$ cat src/rtl/heart_rate_calc.sv
// Heart-rate calculator: measures the inter-beat interval between accepted peaks and
// converts it to BPM (binary and 3 BCD digits) with a sequential divider and double-dabble.
module heart_rate_calc #(
  parameter int FS      = 100,
  parameter int CNT_W   = 12,
  parameter int MIN_INT = 30,
  parameter int MAX_INT = 300,
  parameter int DIV_W   = 16
) (
  input  logic       clk,
  input  logic       reset,
  input  logic       sample_valid,
  input  logic       peak,
  output logic [7:0] bpm,
  output logic [3:0] bcd_hund,
  output logic [3:0] bcd_tens,
  output logic [3:0] bcd_ones,
  output logic       bpm_valid,
  output logic       no_pulse,
  output logic       busy,
  output logic       overrun,
  output logic [1:0] dbg_state
);

  // Handshake: sample_valid and peak are single-cycle strobes with no ready path.
  // busy says a peak arriving now will be dropped, and overrun flags each such drop.

  typedef enum logic [1:0] {IDLE, COUNT, DIV, BCD} state_t;

  localparam int SW = $clog2(DIV_W);
  localparam logic [DIV_W-1:0] DIVIDEND = DIV_W'(60 * FS);
  localparam logic [CNT_W-1:0] MAX_C    = CNT_W'(MAX_INT);
  localparam logic [CNT_W:0]   MIN_I    = (CNT_W+1)'(MIN_INT);
  localparam logic [CNT_W:0]   MAX_I    = (CNT_W+1)'(MAX_INT);
  localparam logic [SW-1:0]    LAST_DIV = SW'(DIV_W - 1);
  localparam logic [SW-1:0]    LAST_BCD = SW'(7);

  state_t           state, state_nxt;
  logic [CNT_W-1:0] cnt;
  logic [CNT_W:0]   ival;
  logic             timeout, accept;

  logic [DIV_W-1:0] quo, dsr, rem;
  logic [DIV_W:0]   rem_sh, rem_nxt;
  logic [DIV_W-1:0] quo_nxt;
  logic             ge;
  logic [SW-1:0]    step;
  logic [19:0]      dd, dd_nxt;

  // One double-dabble step: add 3 to any digit >= 5, then shift left.
  function automatic logic [19:0] dd_step(input logic [19:0] v);
    logic [19:0] t;
    t = v;
    for (int i = 0; i < 3; i++) begin
      if (t[8+4*i +: 4] >= 4'd5) t[8+4*i +: 4] = t[8+4*i +: 4] + 4'd3;
    end
    return {t[18:0], 1'b0};
  endfunction

  assign ival      = {1'b0, cnt} + {{CNT_W{1'b0}}, sample_valid};
  assign busy      = (state == DIV) || (state == BCD);
  assign overrun   = peak && busy;
  assign dbg_state = state;

  always_comb begin
    timeout = (state == COUNT) && (cnt == MAX_C);
    accept  = (state == COUNT) && peak && !timeout && (ival >= MIN_I) && (ival < MAX_I);
    rem_sh  = {rem, quo[DIV_W-1]};
    ge      = rem_sh >= {1'b0, dsr};
    rem_nxt = ge ? (rem_sh - {1'b0, dsr}) : rem_sh;
    quo_nxt = {quo[DIV_W-2:0], ge};
    dd_nxt  = dd_step(dd);
  end

  always_comb begin
    state_nxt = state;
    case (state)
      IDLE:    if (peak) state_nxt = COUNT;
      COUNT: begin
        if (timeout)     state_nxt = IDLE;
        else if (accept) state_nxt = DIV;
      end
      DIV:     if (step == LAST_DIV) state_nxt = BCD;
      BCD:     if (step == LAST_BCD) state_nxt = COUNT;
      default: state_nxt = IDLE;
    endcase
  end

  always_ff @(posedge clk) begin
    if (!reset) state <= IDLE;
    else        state <= state_nxt;
  end

  always_ff @(posedge clk) begin
    if (!reset) begin
      cnt       <= '0;
      quo       <= '0;
      rem       <= '0;
      dsr       <= '0;
      step      <= '0;
      dd        <= '0;
      bpm       <= '0;
      bcd_hund  <= '0;
      bcd_tens  <= '0;
      bcd_ones  <= '0;
      bpm_valid <= 1'b0;
      no_pulse  <= 1'b1;
    end else begin
      bpm_valid <= 1'b0;
      // The interval keeps counting through DIV/BCD so the next beat is measured from the accepted peak.
      if (state == IDLE || accept || timeout) cnt <= '0;
      else if (sample_valid && cnt != MAX_C)  cnt <= cnt + 1'b1;
      case (state)
        COUNT: begin
          if (timeout) begin
            bpm      <= '0;
            bcd_hund <= '0;
            bcd_tens <= '0;
            bcd_ones <= '0;
            no_pulse <= 1'b1;
          end else if (accept) begin
            dsr  <= DIV_W'(ival);
            quo  <= DIVIDEND;
            rem  <= '0;
            step <= '0;
          end
        end
        DIV: begin
          quo  <= quo_nxt;
          rem  <= DIV_W'(rem_nxt);
          step <= step + 1'b1;
          if (step == LAST_DIV) begin
            dd   <= {12'b0, quo_nxt[7:0]};
            step <= '0;
          end
        end
        BCD: begin
          dd   <= dd_nxt;
          step <= step + 1'b1;
          if (step == LAST_BCD) begin
            bpm       <= quo[7:0];
            bcd_hund  <= dd_nxt[19:16];
            bcd_tens  <= dd_nxt[15:12];
            bcd_ones  <= dd_nxt[11:8];
            bpm_valid <= 1'b1;
            no_pulse  <= 1'b0;
            step      <= '0;
          end
        end
        default: ;
      endcase
    end
  end

endmodule

$ cat config.mk
export PLATFORM = sky130hd
export DESIGN_NAME = heart_rate_calc
export DESIGN_NICKNAME = d
export VERILOG_FILES = /design/src/rtl/heart_rate_calc.sv
export SDC_FILE = /design/constraint.sdc
export NUM_CORES = 1
export LEC_CHECK = 0
export ABC_AREA = 1
export CAP_MARGIN = 20
export CORE_MARGIN = 5
export CORE_UTILIZATION = 65
export CTS_BUF_LIST = sky130_fd_sc_hd__clkbuf_16
export CTS_CLUSTER_DIAMETER = 100
export DETAILED_ROUTE_END_ITERATION = 10
export PLACE_DENSITY = 0.9
export SYNTH_ARGS = -nofsm -noshare
export SYNTH_HDL_FRONTEND = slang
export SYNTH_SLANG_ARGS = --single-unit
export TNS_END_PERCENT = 100
$ cat constraint.sdc
create_clock -name clk -period 5.48 [get_ports clk]
set_input_delay 1.096 -clock clk [delete_from_list [all_inputs] [get_ports clk]]
set_output_delay 1.096 -clock clk [all_outputs]
set_load 0.1 [all_outputs]
==> results.sh <==
export IMPL_ctsResizeCount=0
export IMPL_drv_cap=0
export IMPL_nets=915
export IMPL_routabilityCongestion=0.947
export IMPL_ys_types=32
export IMPL_final_min_clock_period_ps=4100
export IMPL_postCtsSetupBuffers=0
export IMPL_ctsHoldBuffers=0
export IMPL_clk_pin_slew_ps=70
export IMPL_grt_util_all_layers_pct=25.6
export IMPL_finalHoldViolations=0
export IMPL_drt_vias_per_instance=5.64
export IMPL_die_w_microns=105
export IMPL_status="finished clean"
export IMPL_powerDensity_nw_per_um2=586
export IMPL_antenna_found_initial=0
export IMPL_crit_type="in -> reg"
export IMPL_avgSynthCellArea_sq_um=6.66
export IMPL_grt_max_degree=65
export IMPL_grt_first_pass_wirelength_microns=24400
export IMPL_place_hpwl_microns=9760
export IMPL_synth_compound_area_share_pct=17.0
export IMPL_cts_tree="done"
export IMPL_clock_path_buffers=2
export IMPL_cts_root_buf="clkbuf_16"
export IMPL_r2r_start="cnt[0]"
export IMPL_synth_simple_area_share_pct=28.9
export IMPL_worst_r2r_endpoint="quo[8]"
export IMPL_synth_cells=874
export IMPL_h_tree_depth=3
export IMPL_pin_count=30
export IMPL_layout_area_overhead_vs_synth_pct=9.24
export IMPL_drc_errors=0
export IMPL_rows=34
export IMPL_drv_slew=0
export IMPL_die_area_sq_um=11000
export IMPL_routedWlPerCell_microns=13.9
export IMPL_wirelength_microns=13800
export IMPL_drt_first_pass_iters=5
export IMPL_drt_iter0_markers=387
export IMPL_yosysSeqAreaShare_pct=36.1
export IMPL_swShare_pct=50.3
export IMPL_power_frac_clock_pct=15.8
export IMPL_numCtsBuffers=9
export IMPL_synthMostInstantiatedCell="nand2_1"
export IMPL_post_route_period_util_pct=74.9
export IMPL_finalClockSkew_ps=8.29
export IMPL_synth_top_family_by_area="simple AND/OR/NAND/NOR gates"
export IMPL_fin_setup_tns_ps=0
export IMPL_ys_async_sr_fraction_pct=0
export IMPL_maxSlewHeadroom_pct=31.8
export IMPL_antenna_cells=0
export IMPL_ant_nets=0
export IMPL_final_core_util_pct=72.9
export IMPL_switchingPower_mw=1.87
export IMPL_internal_power_mw=1.85
export IMPL_synth_xor_area_share_pct=2.26
export IMPL_ir_drop_v=0.000478
export IMPL_core_area_sq_um=8720
export IMPL_worstHoldEndpoint="dsr[9]"
export IMPL_yosysTopAreaCell="dfxtp_1"
export IMPL_tightest_slew_ps=1020
export IMPL_hold_path_class="reg -> reg"
export IMPL_r2r_cells=14
export IMPL_reg2reg_slack_ps=2210
export IMPL_crit_arrival_ps=4330
export IMPL_clock_fmax_mhz=244
export IMPL_min_path_cells=2
export IMPL_synth_fa_ha_area_share_pct=6.36
export IMPL_synth_flop_cell="dfxtp_1"
export IMPL_cts_sinks=105
export IMPL_ys_top_cells_by_area="dfxtp_1 (36%), nand2_1 (12%), o21ai_0 (7.6%)"
export IMPL_start_kind="input pin"
export IMPL_power_leakage_nw=2.83
export IMPL_synth_mux_area_fraction_pct=0
export IMPL_rsz0062_at_grt="false"
export IMPL_die_h_microns=105
export IMPL_clock_latency_ps=340
export IMPL_ys_ff_latch=105
export IMPL_cp_end_kind="flip-flop"
export IMPL_synth_edff_count=0
export IMPL_min_delay_start="dsr[9]"
export IMPL_start_util_pct=66.8
export IMPL_yosysWarnings=0
export IMPL_p_seq_share_pct=28.4
export IMPL_synthesis_area_sq_um=5820
export IMPL_drive_above_1_share_pct=3.16
export IMPL_power_frac_comb_pct=55.8
export IMPL_syn_nets=907
export IMPL_cp_required_ps=5700
export IMPL_port_buffers=29
export IMPL_synth_top_area_share_pct=36.1
export IMPL_grt_pass1_vias=5561
export IMPL_overflow=0
export IMPL_dr_total_vias=5609
export IMPL_cp_max_fo=51
export IMPL_synth_commonest_cells="nand2_1 (193), nor2_1 (115), dfxtp_1 (105), inv_1 (96), o21ai_0 (89)"
export IMPL_setup_violations_final=0
## worst max path at each step
stage	startpoint	to	slack (ps)	cells after the start
6_report	sample_valid	quo[8]	1380	15
5_1_grt	sample_valid	quo[8]	1010	15
4_1_cts	sample_valid	quo[8]	1380	15
3_5_place_dp	sample_valid	quo[4]	1110	15
3_3_place_gp	sample_valid	quo[10]	1320	15
2_1_floorplan	dbg_state[1]	overrun	1530	4
## cells by family after synthesis
family                     after synthesis
xor gates and xnor gates                15
adders and majority gates               29
DFF                                    105
buffers and inverters                  133
and+or+nand+nor                        406
AOI/OAI and AO/OA                      186
## cell type report
type / instances / area (sq um)
multi-input cells: 636 / 3180
fillers: 686 / 2360
flip-flops and latches: 105 / 2100
inverters: 98 / 368
repair buffers: 32 / 308
clock buffers: 9 / 225
well taps: 108 / 135
clock inverters: 7 / 47.5
## layer usage
layer  vias up  GRT usage (%)  part of all wire [%]
li1       2846              -                     -
met1      2589           32.8                    45
met2       151           43.7                    48
met3        23           4.44                   5.4
met4         0           8.68                   1.6
met5         -              0                     0
## flip-flops by register name, summed over array words and instances (netlist names)
name / cells
quo: 16
bcd_ones: 4
dbg_state: 2
bcd_hund: 4
no_pulse: 1
bpm_valid: 1
step: 4
dd: 20
bpm: 8
bcd_tens: 4
dsr: 13
rem: 16
cnt: 12
## stage by stage
stage,total power [mW],std cells,hold WS (ps),setup slack [ps],cell area (sq um)
after floorplan,2.70,874,430,1530,5820
after global placement,3.05,979,446,1320,6090
after detailed placement,3.11,979,452,1110,6090
after CTS,3.71,995,461,1380,6360
after global routing,4.04,995,493,1010,6360
final,3.73,995,458,1380,6360
## cells in the final DEF, fill, tap and decap left out, types with 2 or more instances in the layout
cell type	netlist	final
clkinv_1	1	2
o21ai_1	4	4
nor3_1	27	27
a21oi_1	66	66
buf_4	4	3
inv_1	96	97
clkbuf_16	0	9
dfxtp_1	105	105
clkinvlp_4	0	2
a211oi_1	3	3
a31oi_1	7	7
xnor2_1	4	4
nor2_1	115	115
nand3b_1	3	3
nor2_2	5	5
nand4_1	8	8
o21a_1	15	15
nand2_1	193	193
o21ai_0	89	89
nand3_1	49	49
nand2_2	3	3
ha_1	28	28
clkdlybuf4s50_1	0	28
xor2_1	11	11
## worst max-delay path, cell delays in order
cell and delay (ps):
clkdlybuf4s50_1 490, ha_1 200, ha_1 250, nand3_1 140, nor2_1 190, nand3_1 90
nand2_1 80, nand2_1 50, nor2_1 150, nand4_2 110, buf_4 240, nand2_2 600
nand2_1 330, nor2_1 220, nor2_1 70
## power by group through the flow
stage	Clock, mW	Sequential [mW]	Combinational, mW
floorplan	0	1.36	1.35
global placement	0	1.06	1.99
detailed placement	0	1.07	2.04
CTS	0.599	1.05	2.06
global route	0.636	1.08	2.33
finish	0.590	1.06	2.08
(Power assumes the default switching activity.)
